### src/rtl/uart_pkg.sv
`default_nettype none
// +--------------------------------------------------------------------+
// | uart_pkg                                                           |
// | Shared state encodings and frame constants for the UART TX/RX.     |
// | Rev 1.0                                                            |
// +--------------------------------------------------------------------+
package uart_pkg;

    localparam int DATA_BITS = 8;

    typedef enum logic [2:0] {
        TX_IDLE    = 3'd0,
        TX_START   = 3'd1,
        TX_DATA    = 3'd2,
        TX_STOP    = 3'd3,
        TX_CLEANUP = 3'd4
    } tx_state_t;

    typedef enum logic [2:0] {
        RX_IDLE    = 3'd0,
        RX_START   = 3'd1,
        RX_DATA    = 3'd2,
        RX_STOP    = 3'd3,
        RX_CLEANUP = 3'd4
    } rx_state_t;

endpackage
`default_nettype wire

### src/rtl/uart_bit_timer.sv
`default_nettype none
// +--------------------------------------------------------------------+
// | uart_bit_timer                                                     |
// | Per-bit cycle counter with mid-bit and end-of-bit strobes.         |
// | Rev 1.0                                                            |
// +--------------------------------------------------------------------+
module uart_bit_timer #(
    parameter int CLKS_PER_BIT = 868
) (
    input  logic i_Clock,
    input  logic i_Rst_L,
    input  logic i_clear,
    output logic o_mid,
    output logic o_end
);

    localparam int CNT_W = $clog2(CLKS_PER_BIT);

    logic [CNT_W-1:0] cnt_q;
    logic [CNT_W-1:0] cnt_d;

    assign o_end = (cnt_q == CNT_W'(CLKS_PER_BIT - 1));
    assign o_mid = (cnt_q == CNT_W'((CLKS_PER_BIT - 1) / 2));

    // Counter restarts at each bit boundary so it never runs past CLKS_PER_BIT-1.
    always_comb begin
        cnt_d = cnt_q + CNT_W'(1);
        if (i_clear || o_end) begin
            cnt_d = '0;
        end
    end

    always_ff @(posedge i_Clock or negedge i_Rst_L) begin
        if (!i_Rst_L) begin
            cnt_q <= '0;
        end else begin
            cnt_q <= cnt_d;
        end
    end

endmodule
`default_nettype wire

### src/rtl/uart_rxtx.sv
`default_nettype none
// +--------------------------------------------------------------------+
// | uart_rxtx                                                          |
// | 8N1 UART transmitter and receiver; UART_RX_SYNC_EN adds a 2-flop   |
// | input synchronizer on i_RX_Serial.                                 |
// | Rev 1.0                                                            |
// +--------------------------------------------------------------------+
module uart_rxtx
    import uart_pkg::*;
#(
    parameter int CLKS_PER_BIT = 868
) (
    input  logic       i_Clock,
    input  logic       i_Rst_L,
    input  logic       i_TX_DV,
    input  logic [7:0] i_TX_Byte,
    output logic       o_TX_Active,
    output logic       o_TX_Serial,
    output logic       o_TX_Done,
    input  logic       i_RX_Serial,
    output logic       o_RX_DV,
    output logic [7:0] o_RX_Byte
);

    localparam logic [2:0] LAST_IDX = 3'(DATA_BITS - 1);

    // ------------------------------------------------------------ TX
    tx_state_t  tx_state_q,  tx_state_d;
    logic [7:0] tx_byte_q,   tx_byte_d;
    logic [2:0] tx_idx_q,    tx_idx_d;
    logic       tx_serial_q, tx_serial_d;
    logic       tx_active_q, tx_active_d;
    logic       tx_done_q,   tx_done_d;
    logic       tx_clear;
    logic       tx_end;
    logic       tx_mid_unused;

    assign tx_clear = (tx_state_q == TX_IDLE) || (tx_state_q == TX_CLEANUP);

    // The transmitter only needs bit boundaries, not the mid-bit strobe.
    uart_bit_timer #(.CLKS_PER_BIT(CLKS_PER_BIT)) u_tx_timer (
        .i_Clock (i_Clock),
        .i_Rst_L (i_Rst_L),
        .i_clear (tx_clear),
        .o_mid   (tx_mid_unused),
        .o_end   (tx_end)
    );

    always_comb begin
        tx_state_d  = tx_state_q;
        tx_byte_d   = tx_byte_q;
        tx_idx_d    = tx_idx_q;
        tx_serial_d = tx_serial_q;
        tx_active_d = tx_active_q;
        tx_done_d   = tx_done_q;
        case (tx_state_q)
            TX_IDLE: begin
                tx_serial_d = 1'b1;
                tx_active_d = 1'b0;
                tx_done_d   = 1'b0;
                tx_idx_d    = 3'd0;
                if (i_TX_DV) begin
                    tx_byte_d   = i_TX_Byte;
                    tx_serial_d = 1'b0;
                    tx_active_d = 1'b1;
                    tx_state_d  = TX_START;
                end
            end
            TX_START: begin
                if (tx_end) begin
                    tx_serial_d = tx_byte_q[0];
                    tx_state_d  = TX_DATA;
                end
            end
            TX_DATA: begin
                if (tx_end) begin
                    if (tx_idx_q == LAST_IDX) begin
                        tx_idx_d    = 3'd0;
                        tx_serial_d = 1'b1;
                        tx_state_d  = TX_STOP;
                    end else begin
                        tx_idx_d    = tx_idx_q + 3'd1;
                        tx_serial_d = tx_byte_q[tx_idx_q + 3'd1];
                    end
                end
            end
            TX_STOP: begin
                if (tx_end) begin
                    tx_done_d   = 1'b1;
                    tx_active_d = 1'b0;
                    tx_serial_d = 1'b1;
                    tx_state_d  = TX_CLEANUP;
                end
            end
            TX_CLEANUP: begin
                tx_done_d  = 1'b0;
                tx_state_d = TX_IDLE;
            end
            default: begin
                tx_serial_d = 1'b1;
                tx_active_d = 1'b0;
                tx_done_d   = 1'b0;
                tx_state_d  = TX_IDLE;
            end
        endcase
    end

    always_ff @(posedge i_Clock or negedge i_Rst_L) begin
        if (!i_Rst_L) begin
            tx_state_q  <= TX_IDLE;
            tx_byte_q   <= 8'h00;
            tx_idx_q    <= 3'd0;
            tx_serial_q <= 1'b1;
            tx_active_q <= 1'b0;
            tx_done_q   <= 1'b0;
        end else begin
            tx_state_q  <= tx_state_d;
            tx_byte_q   <= tx_byte_d;
            tx_idx_q    <= tx_idx_d;
            tx_serial_q <= tx_serial_d;
            tx_active_q <= tx_active_d;
            tx_done_q   <= tx_done_d;
        end
    end

    assign o_TX_Serial = tx_serial_q;
    assign o_TX_Active = tx_active_q;
    assign o_TX_Done   = tx_done_q;

    // ------------------------------------------------------------ RX input
    logic rx_in;

`ifdef UART_RX_SYNC_EN
    logic [1:0] rx_sync_q;
    logic [1:0] rx_sync_d;

    always_comb begin
        rx_sync_d = {rx_sync_q[0], i_RX_Serial};
    end

    always_ff @(posedge i_Clock or negedge i_Rst_L) begin
        if (!i_Rst_L) begin
            rx_sync_q <= 2'b11;
        end else begin
            rx_sync_q <= rx_sync_d;
        end
    end

    assign rx_in = rx_sync_q[1];
`else
    assign rx_in = i_RX_Serial;
`endif

    // ------------------------------------------------------------ RX
    rx_state_t  rx_state_q, rx_state_d;
    logic [7:0] rx_shift_q, rx_shift_d;
    logic [7:0] rx_byte_q,  rx_byte_d;
    logic [2:0] rx_idx_q,   rx_idx_d;
    logic       rx_dv_q,    rx_dv_d;
    logic       rx_clear;
    logic       rx_mid;
    logic       rx_end;

    // Restarting the timer at the start-bit midpoint makes every later
    // end-of-bit strobe land on a bit centre.
    assign rx_clear = (rx_state_q == RX_IDLE) || (rx_state_q == RX_CLEANUP) ||
                      ((rx_state_q == RX_START) && rx_mid);

    uart_bit_timer #(.CLKS_PER_BIT(CLKS_PER_BIT)) u_rx_timer (
        .i_Clock (i_Clock),
        .i_Rst_L (i_Rst_L),
        .i_clear (rx_clear),
        .o_mid   (rx_mid),
        .o_end   (rx_end)
    );

    always_comb begin
        rx_state_d = rx_state_q;
        rx_shift_d = rx_shift_q;
        rx_byte_d  = rx_byte_q;
        rx_idx_d   = rx_idx_q;
        rx_dv_d    = rx_dv_q;
        case (rx_state_q)
            RX_IDLE: begin
                rx_dv_d  = 1'b0;
                rx_idx_d = 3'd0;
                if (!rx_in) begin
                    rx_state_d = RX_START;
                end
            end
            RX_START: begin
                if (rx_mid) begin
                    rx_state_d = rx_in ? RX_IDLE : RX_DATA;
                end
            end
            RX_DATA: begin
                if (rx_end) begin
                    rx_shift_d[rx_idx_q] = rx_in;
                    if (rx_idx_q == LAST_IDX) begin
                        rx_idx_d   = 3'd0;
                        rx_state_d = RX_STOP;
                    end else begin
                        rx_idx_d = rx_idx_q + 3'd1;
                    end
                end
            end
            RX_STOP: begin
                if (rx_end) begin
                    if (rx_in) begin
                        rx_byte_d = rx_shift_q;
                        rx_dv_d   = 1'b1;
                    end
                    rx_state_d = RX_CLEANUP;
                end
            end
            RX_CLEANUP: begin
                rx_dv_d    = 1'b0;
                rx_state_d = RX_IDLE;
            end
            default: begin
                rx_dv_d    = 1'b0;
                rx_state_d = RX_IDLE;
            end
        endcase
    end

    always_ff @(posedge i_Clock or negedge i_Rst_L) begin
        if (!i_Rst_L) begin
            rx_state_q <= RX_IDLE;
            rx_shift_q <= 8'h00;
            rx_byte_q  <= 8'h00;
            rx_idx_q   <= 3'd0;
            rx_dv_q    <= 1'b0;
        end else begin
            rx_state_q <= rx_state_d;
            rx_shift_q <= rx_shift_d;
            rx_byte_q  <= rx_byte_d;
            rx_idx_q   <= rx_idx_d;
            rx_dv_q    <= rx_dv_d;
        end
    end

    assign o_RX_DV   = rx_dv_q;
    assign o_RX_Byte = rx_byte_q;

endmodule
`default_nettype wire

### config.mk
export PLATFORM = sky130hd
export DESIGN_NAME = uart_rxtx
export DESIGN_NICKNAME = d
export VERILOG_FILES = /design/src/rtl/uart_pkg.sv /design/src/rtl/uart_bit_timer.sv /design/src/rtl/uart_rxtx.sv
export SDC_FILE = /design/constraint.sdc
export NUM_CORES = 1
export LEC_CHECK = 0
export ABC_AREA = 1
export CORE_MARGIN = 5
export CORE_UTILIZATION = 60
export DETAILED_ROUTE_END_ITERATION = 12
export GPL_TIMING_DRIVEN = 1
export PLACE_DENSITY = 0.82
export SKIP_CTS_REPAIR_TIMING = 1
export SYNTH_ARGS = -nofsm -noshare
export SYNTH_HDL_FRONTEND = slang
export SYNTH_HIERARCHICAL = 1
export SYNTH_SLANG_ARGS = --single-unit
### constraint.sdc
create_clock -name i_Clock -period 6.65 [get_ports i_Clock]
set_clock_uncertainty 0.1 [all_clocks]
set_input_delay 1.995 -clock i_Clock [delete_from_list [all_inputs] [get_ports i_Clock]]
set_output_delay 1.995 -clock i_Clock [all_outputs]
set_load 0.1 [all_outputs]
==> impl_results.md, run 1 <==
* Fin nets at 410
* Starting DRT DRC Count at roughly 140
* Port bufs at 23
* Clk Tree Root Cell: clkbuf_8
* CTS Buf Count at 9
* WL final at 5675 µm
* Bufs and invs on worst path at 1
* Setup violators final at 0
* Seq. cell area at between 1500 and 2000 µm²
* DRC errors left at 0
* Initial core utilization at 60.86%
* Worst Path Arrival at 1.99 ns
* Clock buffer depth at 2
* Post-DRT Antenna Nets at 0
* First-pass GRT wire length at 10050 µm
* Crit path required time at 4.55 ns
* Die Wd at roughly 80 µm
* Multi-input combinational cell area at 1355 µm²
* Clock Pin Slew Worst Setup and Hold Paths at approximately 0.070 ns
* IO Pins at 24
* Max VDD drop at 0.0002726 V
* Status: finished, final reports clean
* Total power draw at ~1.2 mW
* Vias per cell at a little over 5
* Commonest non-fill, non-tap cells in the layout: 83 x nand2_1, 59 x dfrtp_1, 46 x inv_1, 42 x nor2_1, 28 x nand3_1
* Average size of a mapped cell at about 8.5 µm²
* Post-route cell area at roughly 3500 µm²
* Share of layout cells above drive strength 1 at between 10% and 20%
* Die H at between 80 and 90 µm
* RSZ-0062 raised after global routing: false
* Core ar. at 5010 µm²
* CP delay by family, top: buffers and inverters
* Most common cell after layout, fill and taps aside: nand2_1
* Crit share post-route at 61.47%
* Total gr overflow at 0
* GR Util All Layers at 19.95%
* Worst-Margin Slew at 0.9751 ns
* CP Launch Type: register
* Gp weighted congestion at 0.8725
* Utilization after layout at about 70%
* Highest Clock Rate at 0.2446 GHz
* Clock Latency Late Sink at about 0.34 ns
* Vias in the first global route at 2305
* Yosys warnings at 6
* Initial antenna violation count at 0
* Htree depth at 3
* Max cap viols at 0
* Via count at 2390
* Die area at 6607 µm²
* Area Growth Syn to Fin at 16.29%
* Global-route layer with the greatest usage: met2
* Setup ws final at 2.562 ns
* Synth Net Count at 377
* Hold Slack at 0.3711 ns
* CTS tree: yes
* Leakage at 1.668 nW
* Crit end category: output port
* Worst hold path class: register to register
* Fill count at 400
* Met2 usage at between 30 and 40%
* Placed insts at ~450
* Kind of critical path: register to output port
* M3 GR Usage at 5.432%
* Cell Area, Placed at 3354 µm²
* Final Hold Vio Count at 0
* Pins over their slew limit at 0
* Worst slack, placed at a little under 3 ns
* Slowest cell delay on critical path at ~1.1 ns
* CP Max Fanout at 2
* N_diodes at 0
* Worst path slowest cell: clkdlybuf4s50_1
* P per Cell Area at 337.3 nW/µm²
* Pin count of the biggest net entering global routing at 61
* CP Cell Sequence: clkdlybuf4s50_1
* Drt wl/cell at between 10 and 15 µm
* Pre-antenna DRT Iters at 5
* Met1 Use GR at 24.48%
* Post-DP HPWL at 3985 µm
* Row cnt at 26
* Post-Synthesis Cells at ~360
* Clock sink count at 60
* Final setup TNS at 0 ns
* Layout Cells excl Fill at ~460
* Normalized max-slew margin at 34.79%
* Mapped Area at approximately 3000 µm²
* Post-layout min period at roughly 4.1 ns
-- flip-flops by register name, indices dropped and copies added (netlist names), 3 cells and up --
name              flops
tx_byte_q             8
tx_state_q            3
rx_idx_q              3
rx_state_q            3
u_tx_timer/cnt_q     10
tx_idx_q              3
rx_shift_q            8
u_rx_timer/cnt_q     10
o_RX_Byte             8
-- worst min-delay path, delay by kind of cell (launching register included) --
kind | cells | cell delay [ns]
DFF | 1 | 0.34
and+or+nand+nor | 2 | 0.09
-- layout make-up --
class	instances	area share, %
sequential	60	42.38
multi-input combinational	248	38.21
timing repair buffer	24	6.563
inverter	47	4.975
clock buffer	11	3.987
tap	70	2.470
clock inverter	4	1.411
-- where the power goes --
group	internal (mW)	total [mW]	switching, mW
registers	0.439	0.513	0.0740
clock network	0.180	0.322	0.141
logic	0.135	0.361	0.225
-- per-layer routing --
| metal | part of all wire [%] | vias to the layer above |
|---|---|---|
| met5 | 0 | - |
| met3 | 3.9 | 17 |
| met1 | 46 | 1106 |
| met4 | 2.3 | 0 |
| li1 | - | 1219 |
| met2 | 48 | 48 |
-- worst paths after layout --
check	start	end	slack [ns]	cells past startpoint
worst min-delay path	o_RX_Byte[1]$_DFFE_PN0P_	o_RX_Byte[1]$_DFFE_PN0P_	0.37	2
worst max register to register	u_rx_timer/cnt_q[0]$_DFF_PN0_	o_RX_Byte[5]$_DFFE_PN0P_	3.95	8
worst max-delay path	o_TX_Serial$_DFFE_PN1P_	o_TX_Serial	2.56	1
min in group asynchronous	i_Rst_L	u_tx_timer/cnt_q[8]$_DFF_PN0_	1.69	2
worst min register to register	o_RX_Byte[1]$_DFFE_PN0P_	o_RX_Byte[1]$_DFFE_PN0P_	0.37	2
max in group asynchronous	i_Rst_L	rx_shift_q[2]$_DFFE_PN0P_	4.26	2
(Power assumes the default switching activity.)
==> run 2: changes to the inputs <==
CORE_UTILIZATION = 52   (was 60)
PLACE_DENSITY = 0.75   (was 0.82)
clock period = 3.5 ns   (was 6.65 ns; I/O delays follow)
==> run 2 against run 1 <==
Against the previous run: utilization shrank 7.6 points; cell area decreased by 0.11%; sequential power up 90%; register-to-register slack worse by 3.0 ns; largest power group unchanged; power rose by 91%; setup slack lost 1.6 ns; combinational power is 91% higher; critical path type is now register to register; sequential share of layout area about the same; die area increased by 13%; clock-buffer cell count up 1; worst hold slack improved by 0.016 ns.
==> impl_results.md, run 2 (synthesized netlist as in run 1, its figures left out) <==
* Status: finished, final reports clean
* Crit end category: register
* Reg2reg path depth at 8
* Vias in the first global route at 2368
* Worst-Margin Slew at 0.6830 ns
* Setup violators final at 0
* Clock Pin Slew Worst Setup and Hold Paths at 0.07 ns
* CTS Buf Count at 9
* Cell Area, Placed at approximately 3300 µm²
* Worst Path Arrival at about 2.6 ns
* Most common cell after layout, fill and taps aside: nand2_1
* CP Max Fanout at 13
* Pins over their slew limit at 0
* GR Util All Layers at 17.40%
* Pre-antenna DRT Iters at 4
* Share of layout cells above drive strength 1 at 15.95%
* Commonest non-fill, non-tap cells in the layout: 83 x nand2_1, 59 x dfrtp_1, 46 x inv_1, 42 x nor2_1, 28 x nand3_1
* Drt wl/cell at 12.06 µm
* Worst r2r src: u_rx_timer/cnt_q[0]$_DFF_PN0_
* Final setup TNS at 0 ns
* Initial antenna violation count at 0
* Clock buffer depth at 2
* Post-route cell area at about 3500 µm²
* Core ar. at around 5600 µm²
* Port bufs at 23
* CP Launch Type: register
* Crit path required time at 3.62 ns
* Reg2reg end: o_RX_Byte[0]$_DFFE_PN0P_
* Clock sink count at 60
* Leading registers by flop count: u_rx_timer/cnt_q: 10 flops, u_tx_timer/cnt_q: 10 flops
* Crit share post-route at 71.66%
* Hold_sp: o_RX_Byte[3]$_DFFE_PN0P_
* Max cap viols at 0
* Placed insts at 451
* Die Wd at 86.58 µm
* Clock Latency Late Sink at ~0.33 ns
* Via count at 2388
* Highest Clock Rate at 0.3987 GHz
* Layout Cells excl Fill at 467
* Worst hold path class: register to register
* Normalized max-slew margin at 54.47%
* Post-layout min period at 2.508 ns
* Max VDD drop at 0.0005078 V
* Clk Tree Root Cell: clkbuf_8
* Worst slack, placed at 0.9537 ns
* Worst hold path cell count at 2
* Gp weighted congestion at 0.8776
* Fin nets at just over 400
* CTS tree: yes
* Total gr overflow at 0
* Htree depth at 3
* P per Cell Area at 646.2 nW/µm²
* IO Pins at 24
* Hold path endpoint: o_RX_Byte[3]$_DFFE_PN0P_
* Kind of critical path: register to register
* Initial core utilization at 54.37%
* N_diodes at 0
* First-pass GRT wire length at around 10000 µm
* Pin count of the biggest net entering global routing at 33
* DRC errors left at 0
* R2R setup slack at 0.99 ns
* Total power draw at between 2 and 2.5 mW
* Setup ws final at between 0.9 and 1 ns
* Leakage at 1.706 nW
* WL final at 5631 µm
* Die H at approximately 87 µm
* Vias per cell at 5.113
* Row cnt at 27
* Starting DRT DRC Count at 84
* Final Hold Vio Count at 0
* Post-DRT Antenna Nets at 0
* Area Growth Syn to Fin at 16.17%
* Utilization after layout at 63.16%
* Die area at 7495 µm²
* Hold Slack at 0.3869 ns
* Post-DP HPWL at 4121 µm
* RSZ-0062 raised after global routing: false
run 2: changes by cell type in the layout (fill, tap and decap cells not counted), sizes merged:
| cell | change |
|---|---|
| clkdlybuf4s50 | -12 |
| clkinv | +1 |
| buf | +12 |
| clkinvlp | -1 |
| clkbuf | +1 |
run 2: final cells by class:
cell class                      count  area [µm²]
Timing Repair Buffer               24       215.2
Sequential cell                    60        1503
Inverter                           47       176.4
Multi-Input combinational cell    248        1355
Fill cell                         514        2066
Clock inverter                      4       47.55
Tap cell                           72       90.09
Clock buffer                       12       155.1
run 2: worst max-delay path by stage:
stage                                       start                   endpoint  cells past startpoint
finish              u_rx_timer/cnt_q[0]$_DFF_PN0_   o_RX_Byte[0]$_DFFE_PN0P_                      8
global route        u_rx_timer/cnt_q[0]$_DFF_PN0_   o_RX_Byte[6]$_DFFE_PN0P_                      8
CTS                 u_rx_timer/cnt_q[0]$_DFF_PN0_   o_RX_Byte[0]$_DFFE_PN0P_                      8
detailed placement                    i_RX_Serial  rx_state_q[0]$_DFFE_PN0P_                      6
global placement                      i_RX_Serial  rx_state_q[0]$_DFFE_PN0P_                      6
floorplan           u_rx_timer/cnt_q[0]$_DFF_PN0_   o_RX_Byte[3]$_DFFE_PN0P_                      9
run 2: worst max-delay path, cell delays in order (launching register included):
cell and delay (ns):
dfrtp_1 0.42, ha_1 0.26, nand2_1 0.10, nor4_1 0.46, inv_1 0.23, nor4_4 0.45
nand2_4 0.20, nand2_1 0.12, o21ai_2 0.05
run 2: report_power, final:
| group | switching (mW) | leakage (nW) | internal (mW) |
|---|---|---|---|
| combinational | 0.434 | 0.849 | 0.255 |
| clock | 0.258 | 0.102 | 0.365 |
| sequential | 0.142 | 0.755 | 0.835 |
| total | 0.834 | 1.71 | 1.46 |
run 2: routing by layer:
layer	part of all wire (%)	GRT usage (%)	vias up
met5	0	0	-
li1	-	-	1224
met1	47	21.54	1122
met3	4.7	5.513	6
met4	0.87	6.799	0
met2	48	28.30	36
==> run 3: changes to the inputs <==
clock period = 2.1 ns   (was 3.5 ns; I/O delays follow)
==> run 3 against run 2 <==
Against the previous run: flip-flop and latch count unchanged; routed wire length increased by 4.2%; combinational power increased by 89%; power increased by 77%; highest routed layer unchanged; worst hold slack got worse by 0.19 ns; critical path type unchanged; maximum frequency increased by 23%; clock-buffer cell count unchanged; utilization increased by 5.4 points; clock power increased by 83%; sequential share of layout area decreased by 3.3 points; sequential power increased by 67%.
==> impl_results.md, run 3 (synthesized netlist as in run 1, its figures left out) <==
* Kind of critical path: register to register
* Slowest cell delay on critical path at 0.43 ns
* Post-layout min period at 2.046 ns
* CP Cell Sequence: or2_4 -> nor4_4 -> inv_2 -> nor4_4 -> nand2_2 -> nand2_1 -> nand2_1
* Leading registers by flop count: u_rx_timer/cnt_q: 10 flops, u_tx_timer/cnt_q: 10 flops
* Pre-antenna DRT Iters at 4
* Worst-Margin Slew at 0.3604 ns
* Port bufs at 23
* Setup ws final at 0.05449 ns
* Reg2reg end: o_RX_Byte[6]$_DFFE_PN0P_
* Share of layout cells above drive strength 1 at 20.83%
* Worst path slowest cell: dfrtp_2
* CP Launch Type: register
* Bufs and invs on worst path at 1
* Max cap viols at 0
* Area Growth Syn to Fin at 26.02%
* GR Util All Layers at 16.38%
* Clock sink count at 60
* Vias in the first global route at 2279
* Total power draw at 4.062 mW
* Crit end category: register
* Worst slack, placed at -0.01734 ns
* CTS Buf Count at 9
* Core ar. at 5608 µm²
* Part of the power in combinational logic at 31.9%
* Sw frac at 35.39%
* Drt wl/cell at 12.23 µm
* Total gr overflow at 0
* First-pass GRT wire length at approximately 10000 µm
* Leakage at between 1.5 and 2 nW
* CTS tree: yes
* Vias per cell at 5.252
* Highest Clock Rate at around 0.49 GHz
* Clock network power share at 28.0%
* Post-DRT Antenna Nets at 0
* Cell-internal power at about 2.6 mW
* CP delay by family, top: simple AND/OR/NAND/NOR gates
* Die area at about 7500 µm²
* Die Wd at 86.58 µm
* Starting DRT DRC Count at around 130
* Row cnt at 27
* Status: finished, final reports clean
* Initial core utilization at 54.37%
* Most common cell after layout, fill and taps aside: nand2_1
* RSZ-0062 raised after global routing: true
* WL final at 5870 µm
* DRC errors left at 0
* Via count at 2521
* Post-route cell area at 3842 µm²
* Final Hold Vio Count at 0
* Worst r2r src: u_rx_timer/cnt_q[2]$_DFF_PN0_
* Clk Tree Root Cell: clkbuf_8
* Initial antenna violation count at 0
* N_diodes at 0
* R2R setup slack at about 0.054 ns
* Hold Slack at 0.1997 ns
* Utilization after layout at between 60% and 70%
* Worst hold path class: primary input to asynchronous set/reset pin
* Fin nets at between 400 and 500
* Worst Path Arrival at between 2 and 2.5 ns
* Normalized max-slew margin at 75.79%
* Die H at 86.58 µm
* Max VDD drop at 0.0008246 V
* Sw Pwr at 1.438 mW
* Pins over their slew limit at 0
* CP Max Fanout at 6
* Placed insts at ~460
* Setup violators final at 0
* Gp weighted congestion at roughly 0.86
* Crit path required time at 2.22 ns
* Cell Area, Placed at 3556 µm²
* Htree depth at 3
* P per Cell Area at between 1000 and 1500 nW/µm²
* Clock Pin Slew Worst Setup and Hold Paths at about 0.060 ns
* Commonest non-fill, non-tap cells in the layout: 82 x nand2_1, 57 x dfrtp_1, 45 x inv_1, 40 x nor2_1, 28 x nand3_1
* Crit share post-route at a little under 100%
* Clock Latency Late Sink at between 0.3 and 0.4 ns
* Final setup TNS at 0 ns
* Layout Cells excl Fill at 480
* Clock buffer depth at 2
* Post-DP HPWL at between 4000 and 5000 µm
* Reg2reg path depth at 7
* IO Pins at 24
* Pin count of the biggest net entering global routing at 61
* Seq pwr share at 40.1%
[run 3: power groups by stage]
stage          clock network [mW]  registers, mW  logic, mW
3_3_place_gp                    0           1.63       1.20
3_5_place_dp                    0           1.65       1.23
2_1_floorplan                   0           1.73      0.786
6_report                     1.14           1.63       1.30
5_1_grt                      1.23           1.66       1.44
4_1_cts                      1.17           1.63       1.24
[run 3: area by class of cell]
| cell class | instances | area (µm²) |
|---|---|---|
| clock buffers | 12 | 145.1 |
| clock inverters | 4 | 72.57 |
| fillers | 444 | 1765 |
| inverters | 47 | 176.4 |
| multi-input cells | 249 | 1398 |
| flip-flops and latches | 60 | 1505 |
| well taps | 72 | 90.09 |
| repair buffers | 36 | 455.4 |
[run 3: layer usage]
layer  wire (µm)  track usage, %
met1        2669           20.57
met2        2921           27.33
met3         235           4.658
met4          43           5.099
met5           0               0
[run 3: worst max-delay path by stage]
stage               slack (ns)                           from  depth (start not counted)                  endpoint
floorplan                 0.02  u_rx_timer/cnt_q[0]$_DFF_PN0_                          9  o_RX_Byte[3]$_DFFE_PN0P_
CTS                      -0.03  u_rx_timer/cnt_q[1]$_DFF_PN0_                          8  o_RX_Byte[0]$_DFFE_PN0P_
detailed placement       -0.02  u_rx_timer/cnt_q[1]$_DFF_PN0_                          8  o_RX_Byte[0]$_DFFE_PN0P_
finish                    0.05  u_rx_timer/cnt_q[2]$_DFF_PN0_                          7  o_RX_Byte[6]$_DFFE_PN0P_
global route             -0.08  u_rx_timer/cnt_q[2]$_DFF_PN0_                          7  o_RX_Byte[6]$_DFFE_PN0P_
global placement          0.11  u_rx_timer/cnt_q[1]$_DFF_PN0_                          8  o_RX_Byte[5]$_DFFE_PN0P_
